===== config.mk =====
export PLATFORM = sky130hd
export DESIGN_NAME = herring_clkgen_flat
export DESIGN_NICKNAME = d
export VERILOG_FILES = /design/src/rtl/herring_clkgen_if.sv /design/src/rtl/herring_clkgen.sv /design/src/flat_wrapper.sv
export SDC_FILE = /design/constraint.sdc
export NUM_CORES = 1
export LEC_CHECK = 0
export CAP_MARGIN = 20
export CORE_ASPECT_RATIO = 1.2
export CORE_MARGIN = 2
export CORE_UTILIZATION = 45
export CTS_CLUSTER_SIZE = 30
export DETAILED_ROUTE_END_ITERATION = 10
export SYNTH_ARGS = -nofsm -noshare
export SYNTH_HDL_FRONTEND = slang
export SYNTH_SLANG_ARGS = --single-unit
export TNS_END_PERCENT = 20

===== constraint.sdc =====
create_clock -name clk_src -period 2.05 [get_ports clk_src]
set_input_delay 0.41 -clock clk_src [delete_from_list [all_inputs] [get_ports clk_src]]
set_output_delay 0.41 -clock clk_src [all_outputs]
set_load 0.01 [all_outputs]

===== src/rtl/herring_clkgen_if.sv =====
// Purpose : bundles the clock generator's decoder-facing signals (stretch request in, PHI2/reset out).
// Latency : none; plain wires between the clock generator and the address decoder.
// Backpressure: none; slow_n is a level request that is sampled once per PHI2 low phase.
//
// Signals:
//   slow_n     decoder -> clkgen  active-low slow-device select (combinational in the decoder)
//   stretch_en decoder -> clkgen  global enable for high-phase stretching
//   phi2       clkgen  -> decoder registered CPU clock
//   res_n      clkgen  -> decoder registered active-low CPU reset
//   phi2_rise  clkgen  -> decoder one-cycle pulse in the first clk_src cycle of each high phase
//   stretching clkgen  -> decoder high while the high phase is being extended
interface herring_clkgen_if;
  logic slow_n;
  logic stretch_en;
  logic phi2;
  logic res_n;
  logic phi2_rise;
  logic stretching;

  // master: the clock generator itself
  modport master (
    input  slow_n,
    input  stretch_en,
    output phi2,
    output res_n,
    output phi2_rise,
    output stretching
  );

  // slave: the address decoder that consumes PHI2 and feeds back slow_n
  modport slave (
    output slow_n,
    output stretch_en,
    input  phi2,
    input  res_n,
    input  phi2_rise,
    input  stretching
  );
endinterface


===== src/rtl/herring_clkgen.sv =====
// Purpose : 6502 PHI2 generator and CPU reset sequencer with slow-device high-phase stretching.
// Latency : all outputs are registered; they change on the clk_src edge that changes the state.
// Backpressure: none; a slow device lengthens one PHI2 high phase instead of stalling a handshake.
//
// Ports:
//   clk_src  50 MHz oscillator, the only clock
//   reset    asynchronous active-high reset
//   bus      herring_clkgen_if.master: slow_n/stretch_en in, phi2/res_n/phi2_rise/stretching out
module herring_clkgen #(
  parameter int LOW_CYCLES     = 25,
  parameter int HIGH_CYCLES    = 25,
  parameter int STRETCH_CYCLES = 50,
  parameter int RES_CYCLES     = 8
) (
  input  logic             clk_src,
  input  logic             reset,
  herring_clkgen_if.master bus
);

  localparam int MAX_LH = (LOW_CYCLES > HIGH_CYCLES) ? LOW_CYCLES : HIGH_CYCLES;
  localparam int MAXC   = (MAX_LH > STRETCH_CYCLES) ? MAX_LH : STRETCH_CYCLES;
  localparam int CW     = (MAXC > 1) ? $clog2(MAXC) : 1;
  localparam int PW     = (RES_CYCLES > 0) ? $clog2(RES_CYCLES + 1) : 1;

  localparam logic [CW-1:0] LOW_LAST     = CW'(LOW_CYCLES - 1);
  localparam logic [CW-1:0] HIGH_LAST    = CW'(HIGH_CYCLES - 1);
  // With stretching disabled HIGH_EXT is unreachable; keep the constant in range anyway.
  localparam logic [CW-1:0] STRETCH_LAST = CW'((STRETCH_CYCLES > 0) ? STRETCH_CYCLES - 1 : 0);
  localparam logic [PW-1:0] RES_LAST     = PW'(RES_CYCLES - 1);
  localparam logic [PW-1:0] RES_FULL     = PW'(RES_CYCLES);
  localparam logic          STRETCH_OK   = (STRETCH_CYCLES != 0);

  typedef enum logic [1:0] {
    ST_LOW      = 2'd0,
    ST_HIGH     = 2'd1,
    ST_HIGH_EXT = 2'd2
  } state_t;

  state_t        state_q;
  logic [CW-1:0] cnt_q;
  logic [PW-1:0] pcnt_q;
  logic          slow_q;
  logic          phi2_q;
  logic          res_n_q;
  logic          rise_q;
  logic          stretching_q;
  logic          fall_d;

  // A PHI2 falling edge happens on this clock edge: end of an unstretched high
  // phase, or end of the extension.
  always_comb begin
    fall_d = 1'b0;
    if (state_q == ST_HIGH && cnt_q == HIGH_LAST && !slow_q) begin
      fall_d = 1'b1;
    end
    if (state_q == ST_HIGH_EXT && cnt_q == STRETCH_LAST) begin
      fall_d = 1'b1;
    end
  end

  always_ff @(posedge clk_src or posedge reset) begin
    if (reset) begin
      state_q      <= ST_LOW;
      cnt_q        <= '0;
      pcnt_q       <= '0;
      slow_q       <= 1'b0;
      phi2_q       <= 1'b0;
      res_n_q      <= 1'b0;
      rise_q       <= 1'b0;
      stretching_q <= 1'b0;
    end else begin
      rise_q <= 1'b0;
      case (state_q)
        ST_LOW: begin
          if (cnt_q == LOW_LAST) begin
            // The only point where slow_n is looked at; it decides the high
            // phase that starts on this very edge.
            slow_q  <= ~bus.slow_n & bus.stretch_en & STRETCH_OK;
            state_q <= ST_HIGH;
            cnt_q   <= '0;
            phi2_q  <= 1'b1;
            rise_q  <= 1'b1;
          end else begin
            cnt_q <= cnt_q + CW'(1);
          end
        end
        ST_HIGH: begin
          if (cnt_q == HIGH_LAST) begin
            cnt_q <= '0;
            if (slow_q) begin
              state_q      <= ST_HIGH_EXT;
              stretching_q <= 1'b1;
            end else begin
              state_q <= ST_LOW;
              phi2_q  <= 1'b0;
            end
          end else begin
            cnt_q <= cnt_q + CW'(1);
          end
        end
        ST_HIGH_EXT: begin
          if (cnt_q == STRETCH_LAST) begin
            state_q      <= ST_LOW;
            cnt_q        <= '0;
            phi2_q       <= 1'b0;
            stretching_q <= 1'b0;
          end else begin
            cnt_q <= cnt_q + CW'(1);
          end
        end
        default: begin
          state_q      <= ST_LOW;
          cnt_q        <= '0;
          phi2_q       <= 1'b0;
          stretching_q <= 1'b0;
        end
      endcase

      // CPU reset hold: count PHI2 falls while res_n is low; release on the
      // RES_CYCLES-th fall. The counter never moves past RES_CYCLES.
      if (fall_d && !res_n_q) begin
        if (pcnt_q != RES_FULL) begin
          pcnt_q <= pcnt_q + PW'(1);
        end
        if (pcnt_q == RES_LAST) begin
          res_n_q <= 1'b1;
        end
      end
    end
  end

  assign bus.phi2       = phi2_q;
  assign bus.res_n      = res_n_q;
  assign bus.phi2_rise  = rise_q;
  assign bus.stretching = stretching_q;

endmodule


===== src/flat_wrapper.sv =====
// flat-port wrapper written by rule: the top's interface ports become plain ports
module herring_clkgen_flat 
#(
  parameter int LOW_CYCLES     = 25,
  parameter int HIGH_CYCLES    = 25,
  parameter int STRETCH_CYCLES = 50,
  parameter int RES_CYCLES     = 8
)
  (clk_src, reset, bus_slow_n, bus_stretch_en, bus_phi2, bus_res_n, bus_phi2_rise, bus_stretching);
  herring_clkgen_if bus_i ();
  input  logic clk_src;
  input  logic reset;
  input wire logic [$bits(bus_i.slow_n)-1:0] bus_slow_n;
  input wire logic [$bits(bus_i.stretch_en)-1:0] bus_stretch_en;
  output wire logic [$bits(bus_i.phi2)-1:0] bus_phi2;
  output wire logic [$bits(bus_i.res_n)-1:0] bus_res_n;
  output wire logic [$bits(bus_i.phi2_rise)-1:0] bus_phi2_rise;
  output wire logic [$bits(bus_i.stretching)-1:0] bus_stretching;
  assign bus_i.slow_n = bus_slow_n;
  assign bus_i.stretch_en = bus_stretch_en;
  assign bus_phi2 = bus_i.phi2;
  assign bus_res_n = bus_i.res_n;
  assign bus_phi2_rise = bus_i.phi2_rise;
  assign bus_stretching = bus_i.stretching;
  herring_clkgen #(.LOW_CYCLES(LOW_CYCLES), .HIGH_CYCLES(HIGH_CYCLES), .STRETCH_CYCLES(STRETCH_CYCLES), .RES_CYCLES(RES_CYCLES)) u_core (.clk_src(clk_src), .reset(reset), .bus(bus_i));
endmodule

==> qor.csv <==
metric,value,unit
setup TNS,0,ns
"Async S/R FF share, synth",100,%
row count,17,
CP Launch Point,u_core.cnt_q[0],
post-CTS setup buffers,0,
pre-CTS WS,0.107,ns
die height,52.7,um
Synthesized Nets,96,
Max Cap Viol,0,
Initial Util,48.0,%
total detailed-routing wirelength,1480,um
largest net degree at the start of global routing,18,
worst relative slew slack,58.2,%
"flops & latches, synth",17,
CTS Root Cell,clkbuf_4,
endpoints failing setup,0,
Worst-Skew Late Latency,0.28,ns
initial antenna violation count,0,
Pleak,0.470,nW
r2r startpoint,u_core.cnt_q[0],
"slowest stage cell, crit path",or4_4,
most frequent cells in the layout,"dfrtp_1, nor2_1, inv_1",
CTS sink count,17,
cell count after synthesis,87,
vias per cell,5.42,
die area,0.00235,sq mm
Worst Setup EP,u_core.pcnt_q[1],
Reg2Reg Depth,6,
CP arrival,2.13,ns
layout cells sized above 1,11.1,%
Final WS setup,0.0965,ns
RSZ-0062 raised after global routing,no,
critical-path maximum fanout,5,
"Seq/Total Area, Yosys",47.9,%
Antenna Diode Count,0,
CP Launch Type,flop,
Yosys cell types,32,
clk buf depth,2,
Crit Path Class,reg -> reg,
Fin. Hold Viols,0,
status,"finished, final reports clean",
initial detailed-routing violation count,17,
"CTS clk-pin slew, worst paths",0.09,ns
Worst Setup End Kind,flop,
vias post-DR,639,
global placement routability congestion,0.784,
dominant synthesized flop cell,dfrtp_1,
total power divided by cell area,520,mW/mm^2
TritonRoute pass-1 iters,4,
GRT Util Overall,16.6,%
drt drc,0,
P&R area growth vs syn,15.5,%
Final Cell Area,0.00103,sq mm
CTS tree,done,
YS warnings,0,
post_cts resized,0,
Syn Area/Cell,10.2,sq um
Mapped Area,888,sq um
Tmin final,1.95,ns
CP required,2.22,ns
HP Class,in -> async,
Worst Max-Slew Pin Slew,0.627,ns
fill cell count,175,
Fmax,0.512,GHz
"most common cell after layout, fill and taps aside",dfrtp_1,
worst-path cell chain,inv_1 -> ha_1 -> nand4b_2 -> or4_4 -> a21oi_4 -> mux2_1,
# nets final,109,
Die Wd,44.6,um
Post-synth EDFFs,0,
global route overflow,0,
hold_buf cts,0,
io pins,8,
ANT nets after route,0,
CTS buffer count,3,
hold slack,0.495,ns
Post-DP HPWL,1120,um
global-route wire length before repair,2860,um
# port buffers,7,
final core occ,55.4,%
Max stage delay on crit path,0.54,ns
"Slew Viols, Final",0,
Final period util,95.3,%
WL/cell,12.6,um
H-tree depth,1,
Max VDD drop,0.000361,V
clock skew,0.000644,ns
placed inst area,1000,sq um
core area,0.00185,sq mm
vias in the first global route,639,
Worst R2R End,u_core.pcnt_q[1],
worst reg2reg setup slack,0.1,ns
-- kinds of logic after synthesis --
logic type	Yosys count	share of synthesized area, %
AO/OA/AOI/OAI	14	11.8
XOR/XNOR	8	7.89
adder cells (fa/ha/maj)	5	7.04
buffers and inverters	12	5.21
flip-flops	17	47.9
multiplexers	1	1.27
AND/OR/NAND/NOR	30	18.9
-- per-layer routing --
| metal | global-route usage [%] | part of all wire (%) |
|---|---|---|
| met1 | 21.6 | 45 |
| met2 | 27.1 | 51 |
| met4 | 7.58 | 1.6 |
| met3 | 2.07 | 2.0 |
| met5 | 0 | 0 |
-- power breakdown --
part           internal [mW]  leakage, nW  switching [mW]
Clock                 0.0756       0.0150          0.0973
Combinational         0.0114        0.237          0.0116
Sequential             0.337        0.218         0.00143
-- worst max-delay path: cells and delay by family (launching register included) --
| kind | cells | cell delay (ns) |
|---|---|---|
| buffers and inverters | 1 | 0.08 |
| and+or+nand+nor | 2 | 0.68 |
| muxes | 1 | 0.33 |
| DFF | 1 | 0.43 |
| AOI/OAI and AO/OA | 1 | 0.17 |
| adders and majority gates | 1 | 0.16 |
-- flip-flops by register name, indices dropped and copies added (netlist names) --
register and count:
u_core.cnt_q 6, u_core.slow_q 1, u_core.state_q 2, u_core.pcnt_q 4
u_core.bus.stretching 1, u_core.bus.res_n 1, u_core.bus.phi2_rise 1, u_core.bus.phi2 1
-- through the flow --
step	instances	power, mW
5_1_grt	118	0.558
6_report	118	0.534
3_5_place_dp	114	0.368
4_1_cts	118	0.544
3_3_place_gp	114	0.368
2_1_floorplan	87	0.359
-- worst min path at each step --
stage | from | endpoint | slack [ns] | cells past startpoint
after floorplan | reset | u_core.bus.phi2 | 0.34 | 1
after global placement | u_core.bus.res_n | u_core.bus.res_n | 0.48 | 1
after detailed placement | u_core.bus.stretching | u_core.bus.stretching | 0.50 | 1
after CTS | reset | u_core.pcnt_q[3] | 0.53 | 2
after global routing | u_core.bus.res_n | u_core.bus.res_n | 0.55 | 1
final | reset | u_core.cnt_q[5] | 0.49 | 2
-- final cells by class --
cell class                      count  area (sq um)  share of cell area [%]
Multi-Input combinational cell     58           417                    40.6
Clock buffer                        4          26.3                    2.56
Timing Repair Buffer               11           100                    9.76
Inverter                            9          33.8                    3.29
Sequential cell                    17           425                    41.5
Tap cell                           19          23.8                    2.32
-- synthesized netlist by cell type (all sizes together) (3+ instances only) --
cell type / count / area share (%)
xor2: 3 / 3.0
inv: 9 / 3.8
a21oi: 3 / 3.0
nand2: 5 / 2.1
ha: 5 / 7.0
dfrtp: 17 / 48
xnor2: 5 / 4.9
nor2: 10 / 4.2
nand3: 4 / 2.3
o21ai: 3 / 1.7
Power figures use the tool's default switching activity.
